## src/rtl/fpga_io_pkg.sv

```systemverilog
`default_nettype none
// ============================================================================
//  Module   : fpga_io_pkg
//  Purpose  : Shared bit positions and constants for the DE1-SoC input
//             front-end (push-buttons and slide switches).
//  Revision : 1.0  initial release
// ============================================================================
package fpga_io_pkg;

    // Push-button roles (KEY bus, active-low)
    localparam int KEY_STEP      = 0;
    localparam int KEY_CPU_RST   = 1;

    // Slide-switch fields
    localparam int SW_MANUAL_CLK = 9;
    localparam int SW_SHOW_REG   = 8;
    localparam int SW_STAGE_LSB  = 0;
    localparam int SW_REG_LSB    = 4;

    // Idle level of a push-button
    localparam logic RELEASED    = 1'b1;

    // Bus widths
    localparam int N_KEYS        = 4;
    localparam int N_SW          = 10;

endpackage : fpga_io_pkg
`default_nettype wire

```

## src/rtl/fpga_input_conditioner_debounce_bit.sv

```systemverilog
`default_nettype none
// ============================================================================
//  Module   : debounce_bit
//  Purpose  : One input bit: SYNC_STAGES-deep synchroniser followed by a
//             counter debouncer that accepts a new level only after it has
//             differed from the stable level for DEBOUNCE_CYCLES cycles.
//  Revision : 1.0  initial release
// ============================================================================
module debounce_bit
    import fpga_io_pkg::*;
#(
    parameter int   SYNC_STAGES     = 2,
    parameter int   DEBOUNCE_CYCLES = 500000,
    parameter logic RESET_VAL       = 1'b0
) (
    input  logic clk,
    input  logic rst,
    input  logic d_raw,
    output logic q
);

    // A one-cycle debouncer still needs a one-bit counter to stay legal
    localparam int                 c_CNT_W   = (DEBOUNCE_CYCLES > 1) ? $clog2(DEBOUNCE_CYCLES) : 1;
    localparam logic [c_CNT_W-1:0] c_CNT_MAX = c_CNT_W'(DEBOUNCE_CYCLES - 1);

    logic [SYNC_STAGES-1:0] r_sync;
    logic                   r_stable;
    logic [c_CNT_W-1:0]     r_cnt;
    logic                   w_synced;

    assign w_synced = r_sync[SYNC_STAGES-1];
    assign q        = r_stable;

    // Synchroniser chain; resets to the idle level so no false edge appears
    always_ff @(posedge clk) begin
        if (rst) begin
            r_sync <= {SYNC_STAGES{RESET_VAL}};
        end else begin
            r_sync[0] <= d_raw;
            for (int i = 1; i < SYNC_STAGES; i++) begin
                r_sync[i] <= r_sync[i-1];
            end
        end
    end

    // Debounce counter: any return to the stable level restarts the count,
    // and the count never exceeds c_CNT_MAX because it clears on acceptance
    always_ff @(posedge clk) begin
        if (rst) begin
            r_stable <= RESET_VAL;
            r_cnt    <= '0;
        end else if (w_synced == r_stable) begin
            r_cnt    <= '0;
        end else if (r_cnt == c_CNT_MAX) begin
            r_stable <= w_synced;
            r_cnt    <= '0;
        end else begin
            r_cnt    <= r_cnt + 1'b1;
        end
    end

endmodule : debounce_bit
`default_nettype wire

```

## src/rtl/fpga_input_conditioner.sv

```systemverilog
`default_nettype none
// ============================================================================
//  Module   : fpga_input_conditioner
//  Purpose  : Synchronise/debounce DE1-SoC KEY and SW inputs, generate the
//             pipeline step enable (manual KEY0 press or auto divider), the
//             registered cpu_rst and the sw_changed pulse.
//  Revision : 1.0  initial release
// ============================================================================
module fpga_input_conditioner
    import fpga_io_pkg::*;
#(
    parameter int DEBOUNCE_CYCLES = 500000,
    parameter int SYNC_STAGES     = 2,
    parameter int AUTO_DIV        = 25000000
) (
    input  logic        clk,
    input  logic        rst,
    input  logic [3:0]  KEY,
    input  logic [9:0]  SW_raw,
    output logic [9:0]  SW,
    output logic        step_en,
    output logic        cpu_rst,
    output logic        sw_changed
);

    localparam int                 c_DIV_W   = (AUTO_DIV > 1) ? $clog2(AUTO_DIV) : 1;
    localparam logic [c_DIV_W-1:0] c_DIV_MAX = c_DIV_W'(AUTO_DIV - 1);

    logic [N_KEYS-1:0]  w_key_db;
    logic [N_SW-1:0]    w_sw_db;
    logic [N_SW-1:0]    r_sw_prev;
    logic               r_key0_prev;
    logic [c_DIV_W-1:0] r_div;
    logic               r_step;
    logic               r_cpu_rst;
    logic               r_sw_changed;

    logic               w_mode_chg;
    logic               w_press;
    logic               w_div_wrap;
    logic               w_step_req;
    logic               w_cpu_rst_req;
    logic               w_unused_keys;

    // KEY[3:2] are conditioned for future use
    genvar gi;
    generate
        for (gi = 0; gi < N_KEYS; gi++) begin : g_key
            debounce_bit #(
                .SYNC_STAGES     (SYNC_STAGES),
                .DEBOUNCE_CYCLES (DEBOUNCE_CYCLES),
                .RESET_VAL       (RELEASED)
            ) u_db (
                .clk   (clk),
                .rst   (rst),
                .d_raw (KEY[gi]),
                .q     (w_key_db[gi])
            );
        end
        for (gi = 0; gi < N_SW; gi++) begin : g_sw
            debounce_bit #(
                .SYNC_STAGES     (SYNC_STAGES),
                .DEBOUNCE_CYCLES (DEBOUNCE_CYCLES),
                .RESET_VAL       (1'b0)
            ) u_db (
                .clk   (clk),
                .rst   (rst),
                .d_raw (SW_raw[gi]),
                .q     (w_sw_db[gi])
            );
        end
    endgenerate

    assign w_unused_keys = ^w_key_db[3:2];

    // A mode flip restarts the divider and swallows any coincident KEY0 edge
    assign w_mode_chg    = (w_sw_db[SW_MANUAL_CLK] != r_sw_prev[SW_MANUAL_CLK]);
    assign w_press       = (r_key0_prev == RELEASED) && (w_key_db[KEY_STEP] != RELEASED);
    assign w_div_wrap    = (r_div == c_DIV_MAX);
    assign w_step_req    = !w_mode_chg &&
                           (w_sw_db[SW_MANUAL_CLK] ? w_press : w_div_wrap);
    assign w_cpu_rst_req = rst || (w_key_db[KEY_CPU_RST] != RELEASED);

    assign SW         = w_sw_db;
    assign step_en    = r_step;
    assign cpu_rst    = r_cpu_rst;
    assign sw_changed = r_sw_changed;

    // Edge detect, auto divider, cpu_rst and sw_changed registers
    always_ff @(posedge clk) begin
        if (rst) begin
            r_sw_prev    <= '0;
            r_key0_prev  <= RELEASED;
            r_div        <= '0;
            r_step       <= 1'b0;
            r_cpu_rst    <= 1'b1;
            r_sw_changed <= 1'b0;
        end else begin
            r_sw_prev    <= w_sw_db;
            r_key0_prev  <= w_key_db[KEY_STEP];
            r_sw_changed <= (w_sw_db != r_sw_prev);
            r_cpu_rst    <= w_cpu_rst_req;
            // step_en shares the cpu_rst timing so the two are never both high
            r_step       <= w_step_req && !w_cpu_rst_req;
            if (w_mode_chg || w_div_wrap) begin
                r_div <= '0;
            end else begin
                r_div <= r_div + 1'b1;
            end
        end
    end

endmodule : fpga_input_conditioner
`default_nettype wire

```

## config.mk

```make
export PLATFORM = sky130hd
export DESIGN_NAME = fpga_input_conditioner
export DESIGN_NICKNAME = d
export VERILOG_FILES = /design/src/rtl/fpga_io_pkg.sv /design/src/rtl/fpga_input_conditioner_debounce_bit.sv /design/src/rtl/fpga_input_conditioner.sv
export SDC_FILE = /design/constraint.sdc
export NUM_CORES = 1
export LEC_CHECK = 0
export BUFFER_PORTS_ARGS = -buffer_cell sky130_fd_sc_hd__buf_2
export CORE_MARGIN = 5
export CORE_UTILIZATION = 50
export CTS_CLUSTER_SIZE = 28
export DETAILED_ROUTE_END_ITERATION = 12
export GPL_ROUTABILITY_DRIVEN = 0
export PLACE_DENSITY = 0.66
export SKIP_CTS_REPAIR_TIMING = 1
export SYNTH_ARGS = -nofsm -noshare
export SYNTH_HDL_FRONTEND = slang
export SYNTH_SLANG_ARGS = --single-unit
export TNS_END_PERCENT = 50
```

## constraint.sdc

```tcl
create_clock -name clk -period 5 [get_ports clk]
set_input_delay 0 -clock clk [delete_from_list [all_inputs] [get_ports clk]]
set_output_delay 0 -clock clk [all_outputs]
set_load 0.01 [all_outputs]
```

* After elaboration in Yosys (flattened, before gate mapping)
Index checks and enable logic that the tools add are counted.
Storage, ports and cells: word-level logic and storage cells 129, output and inout port bits 13, flip-flop bits (word level) 303
Operators by class: bitwise gates (word level) 14, equal/unequal tests 27, reductions and logical operators 32, multiplexer cells 1, add/sub/neg operators 13
Operator list (number):
- adder 19 x 1 -> 19 bit (second input constant) | 12
- == test 19 bit (second input constant) | 12
- OR reduction 3 bit | 12
- adder 25 x 1 -> 25 bit (second input constant) | 1
- == test 25 bit (second input constant) | 1
- AND reduction 2 bit | 12
- NOT 1 bit | 14
- == test 1 bit | 12
- inequality test 10 bit | 1
- logical AND 1 bit | 3
- zero test 1 bit | 2
- logical OR 1 bit | 2
- OR reduction 2 bit | 1
- two-way mux 1 bit | 1
- inequality test 1 bit | 1

* Depth between registers and ports, before layout
depth in word-level cells 5, gate-level depth with buffers 7, mapped depth without buffers 5

* Cells and area by module
A second synthesis with hierarchy kept.
Unflattened totals: cells, all modules 1492, area, all modules 13459.2 µm²
Modules (own cells, without submodules):
- debounce_bit at g_sw[0].u_db ... | seq. area each 440.4 µm², area each 979.7 µm², instances 9, cells each 109
- debounce_bit at g_key[0].u_db ... | seq. area each 440.4 µm², area each 1017.2 µm², instances 2, cells each 113
- fpga_input_conditioner | seq. area each 780.7 µm², area each 1655.3 µm², instances 1, cells each 178
- debounce_bit at g_sw[6].u_db | seq. area each 440.4 µm², area each 952.2 µm², instances 1, cells each 107

* Worst setup path before layout
Ideal clock, no wire load.
path type register -> register, start point register g_sw[6].u_db.r_cnt[0], end point register g_sw[6].u_db.r_cnt[10], slack 3.083 ns, arrival time 1.789 ns, clock period less this slack 1.917 ns, required time 4.872 ns, setup time 0.128 ns, stages on the path, launching flop included 8, cells stage by stage dfxtp_1 > ha_1 > and4_1 > clkbuf_1 > nand4_1 > o21ai_1 > clkbuf_1 > nor2_1
Between the ends: longest elaborated chain between the ends 2, elaborated cells between the ends (all ways) 3
RTL lines:
- start, declared | RTL line fpga_input_conditioner_debounce_bit.sv:28 | logic [c_CNT_W-1:0] r_cnt;
- start signal, assigned | RTL line fpga_input_conditioner_debounce_bit.sv:58 | r_cnt <= r_cnt + 1'b1;
- parallel branches: the longest is 2 deep, another holds adder 19 x 1 -> 19 bit
Several ways; the timed one is not identified. A chain may end at the register's enable or synchronous reset.

* Worst setup path in the final report
start point register g_sw[6].u_db.r_cnt[0], end point register g_sw[6].u_db.r_cnt[9]
Same word-level chain as after synthesis.

==> metrics.txt <==
status complete, no violations; largest family of logic cells by synthesized area simple AND/OR/NAND/NOR gates; r2r endpoint g_sw[6].u_db.r_cnt[9]$_SDFF_PP0_; FILL cells 2317; CTS tree yes; critical path class reg2reg; Power Total 0.005191 W; global-route usage over all layers 0.1642; CTS H-tree lvls 2; area delta synth->final 12.95%; clk buf depth 3; post-synthesis mux area share 0; Startpoint Class flip-flop; worst relative slew slack 0.1386; DPL Wire Length 16260 microns; TritonRoute pass-1 iters 5; Routed WL per cell 13.10 microns; DIE HEIGHT 172.0 microns; Num CTS Buffers 34; Reg2Reg Launch Point g_sw[6].u_db.r_cnt[0]$_SDFF_PP0_; Core ar. 0.02598 sq mm; worst stage delay on the critical path 1020 ps; crit path cell chain ha_1 > and4_1 > nand4_1 > o21ai_1 > nor2_1; Compound-Gate Fraction of Synth Area 0.08858; period utilization 0.4797; Reg2Reg Depth 5; unrepaired setup endpoints after global routing false; Post-synth EDFFs 0; Clock Skews 15.63 ps; leak pwr 4.736 nW; Worst Path Arrival 2730 ps; die width 172.0 microns; Tmin final 2399 ps; asr flop ratio synth 0; hold_ws 67.99 ps; Synth Warn # 0; clock sink count 303; WP data required 5330 ps; Vias 10.23k; Max Transition Viols Final 0; first-pass GRT wire length 42130 microns; remaining global-route overflow 0; Post-Synth XOR/XNOR Area 0.1128; simple-gate portion of the synthesized area 0.2935; vias in the first global route 9447; Iter 0 DRT Violations 507; largest net degree at the start of global routing 51; flop and latch count out of synthesis 303; worst skew pair latency 510 ps; port bufs 26; final core occ 0.5704; setup TNS 0 ps; VDD IR-drop max 0.2990 mV; Hold Fails Final Rpt 0; CTS root buf clkbuf_16; final WL 24490 microns; Max-Cap Viols 0; FP Rows 59; Max Clk Rate 416.9 MHz; min-delay src rst; Post-layout nets 1542; die area 0.02959 sq mm; DRC Markers 0; post-synth cell types 46; Starting Density 0.5050; CP max stage cell o21ai_1; share of layout cells above drive strength 1 0.07040; R2R Setup Slk 2600 ps; ANT nets after route 0; # setup viols final 0; Mapped Area 0.01312 sq mm; antenna cell count 0; crit end category flip-flop; Worst Hold End g_sw[1].u_db.r_sync[0]$_SDFF_PP0_; pwr/cell area 350.2 mW/mm^2; Via density 5.476; Worst-Margin Slew 1284 ps; Avg Inst Size Synth 8.849 sq um; Hold Crit Depth 3; post-synthesis sequential area ratio 0.4622; ys flop type dfxtp_1; peak fanout along the critical path 18; syn_nets 1512; I/O pins 29; clock transition at the registers of the reported paths 60 ps; Syn Inst Count 1483; Worst Hold Class in2reg; Synth Area in Adders 0.01240; initial antenna violation count 0
==> cells in the final DEF (no fill, tap or decap), types with 20 or more instances in the layout <==
cell type / netlist / final
a21oi_1: 87 / 87
and3_1: 20 / 20
and4_1: 34 / 34
buf_2: 8 / 26
clkbuf_16: 0 / 35
dfxtp_1: 303 / 303
inv_1: 41 / 41
nand2_1: 93 / 93
nand3_1: 83 / 83
nand4_1: 71 / 71
nor2_1: 185 / 185
nor2b_1: 32 / 32
nor4_1: 20 / 20
o21ai_0: 56 / 56
o31ai_1: 34 / 34
or3_1: 59 / 59
or4_1: 38 / 38
xnor2_1: 57 / 57
xor2_1: 112 / 112
==> flip-flops by register name, indices dropped and copies added (netlist names), 2 cells and up <==
signal and count:
g_key.u_db.r_sync 4, g_key.u_db.q 2, g_sw.u_db.r_sync 20, r_div 25, g_sw.u_db.q 10, r_sw_prev 10, g_sw.u_db.r_cnt 190, g_key.u_db.r_cnt 38
==> where the power goes <==
part	leakage (nW)	total [W]	internal [W]	switching, W
Combinational	1.69	0.0000649	0.0000262	0.0000387
Sequential	2.45	0.00244	0.00243	0.00000795
Clock	0.598	0.00269	0.00173	0.000960
Total	4.74	0.00519	0.00418	0.00101
==> cells by family after synthesis <==
kind of cell,count (synthesis)
flip-flops,303
AO/OA/AOI/OAI,198
buffers and inverters,92
XOR/XNOR,169
adder cells (fa/ha/maj),13
AND/OR/NAND/NOR,708
==> synth_stat cells (3+ instances only) <==
cell type	instances	area, sq um
and3_1	20	125.1
o21bai_2	4	45.04
or4_1	38	285.3
clkbuf_1	30	112.6
nand4_1	71	444.2
o21bai_1	4	30.03
o31ai_1	34	255.2
nand3_1	83	415.4
xnor2_1	57	499.2
inv_1	41	153.9
nor2_1	185	694.4
nor4bb_1	5	50.05
nor4_1	20	125.1
dfxtp_1	303	6066
or2_2	6	37.54
ha_1	13	162.7
and2_1	15	93.84
o21ai_0	56	280.3
a21oi_1	87	435.4
buf_4	10	75.07
buf_2	8	40.04
or3_1	59	369.1
nor3_1	17	85.08
nor2b_1	32	200.2
o21a_1	4	30.03
or4b_1	4	40.04
and4_1	34	297.8
xor2_1	112	980.9
nor4b_1	14	122.6
nand2_1	93	349.1
nand4b_1	3	26.28
==> through the flow <==
stage	instances	instance area, sq um	setup WS, ps
CTS	1857	14700	2589
finish	1869	14820	2601
floorplan	1483	13120	3083
global placement	1800	13480	2673
global route	1869	14820	2435
detailed placement	1800	13480	2581
==> worst max-delay path by stage <==
stage	depth (start not counted)	end	start	slack (ps)
floorplan	7	g_sw[6].u_db.r_cnt[10]$_SDFF_PP0_	g_sw[6].u_db.r_cnt[0]$_SDFF_PP0_	3080
global placement	5	g_sw[6].u_db.r_cnt[2]$_SDFF_PP0_	g_sw[6].u_db.r_cnt[0]$_SDFF_PP0_	2670
detailed placement	5	g_sw[6].u_db.r_cnt[9]$_SDFF_PP0_	g_sw[6].u_db.r_cnt[0]$_SDFF_PP0_	2580
CTS	5	g_sw[6].u_db.r_cnt[9]$_SDFF_PP0_	g_sw[6].u_db.r_cnt[0]$_SDFF_PP0_	2590
global route	5	g_sw[6].u_db.r_cnt[9]$_SDFF_PP0_	g_sw[6].u_db.r_cnt[0]$_SDFF_PP0_	2430
finish	5	g_sw[6].u_db.r_cnt[9]$_SDFF_PP0_	g_sw[6].u_db.r_cnt[0]$_SDFF_PP0_	2600
==> worst max-delay path, delay by kind of cell (launching register included) <==
family	cells	cell delay [ps]
adder cells (fa/ha/maj)	1	200
AO/OA/AOI/OAI	1	1020
flip-flops	1	350
AND/OR/NAND/NOR	3	660
==> layer usage <==
| layer | vias to the layer above | GRT usage | share of wire |
|---|---|---|---|
| met5 | - | 0 | 0 |
| met4 | 0 | 0.04785 | 0.020 |
| met3 | 43 | 0.02789 | 0.035 |
| met2 | 123 | 0.2766 | 0.46 |
| met1 | 4749 | 0.2177 | 0.49 |
| li1 | 5319 | - | - |
==> layout make-up <==
class / instances / area [sq um] / area share
Timing Repair Buffer: 45 / 302.8 / 0.02043
Inverter: 41 / 153.9 / 0.01038
Sequential cell: 303 / 6066 / 0.4093
Tap cell: 335 / 419.2 / 0.02828
Clock inverter: 13 / 254.0 / 0.01714
Clock buffer: 44 / 969.7 / 0.06542
Multi-Input combinational cell: 1088 / 6656 / 0.4491
No activity file was read; power rests on OpenSTA's default activity.
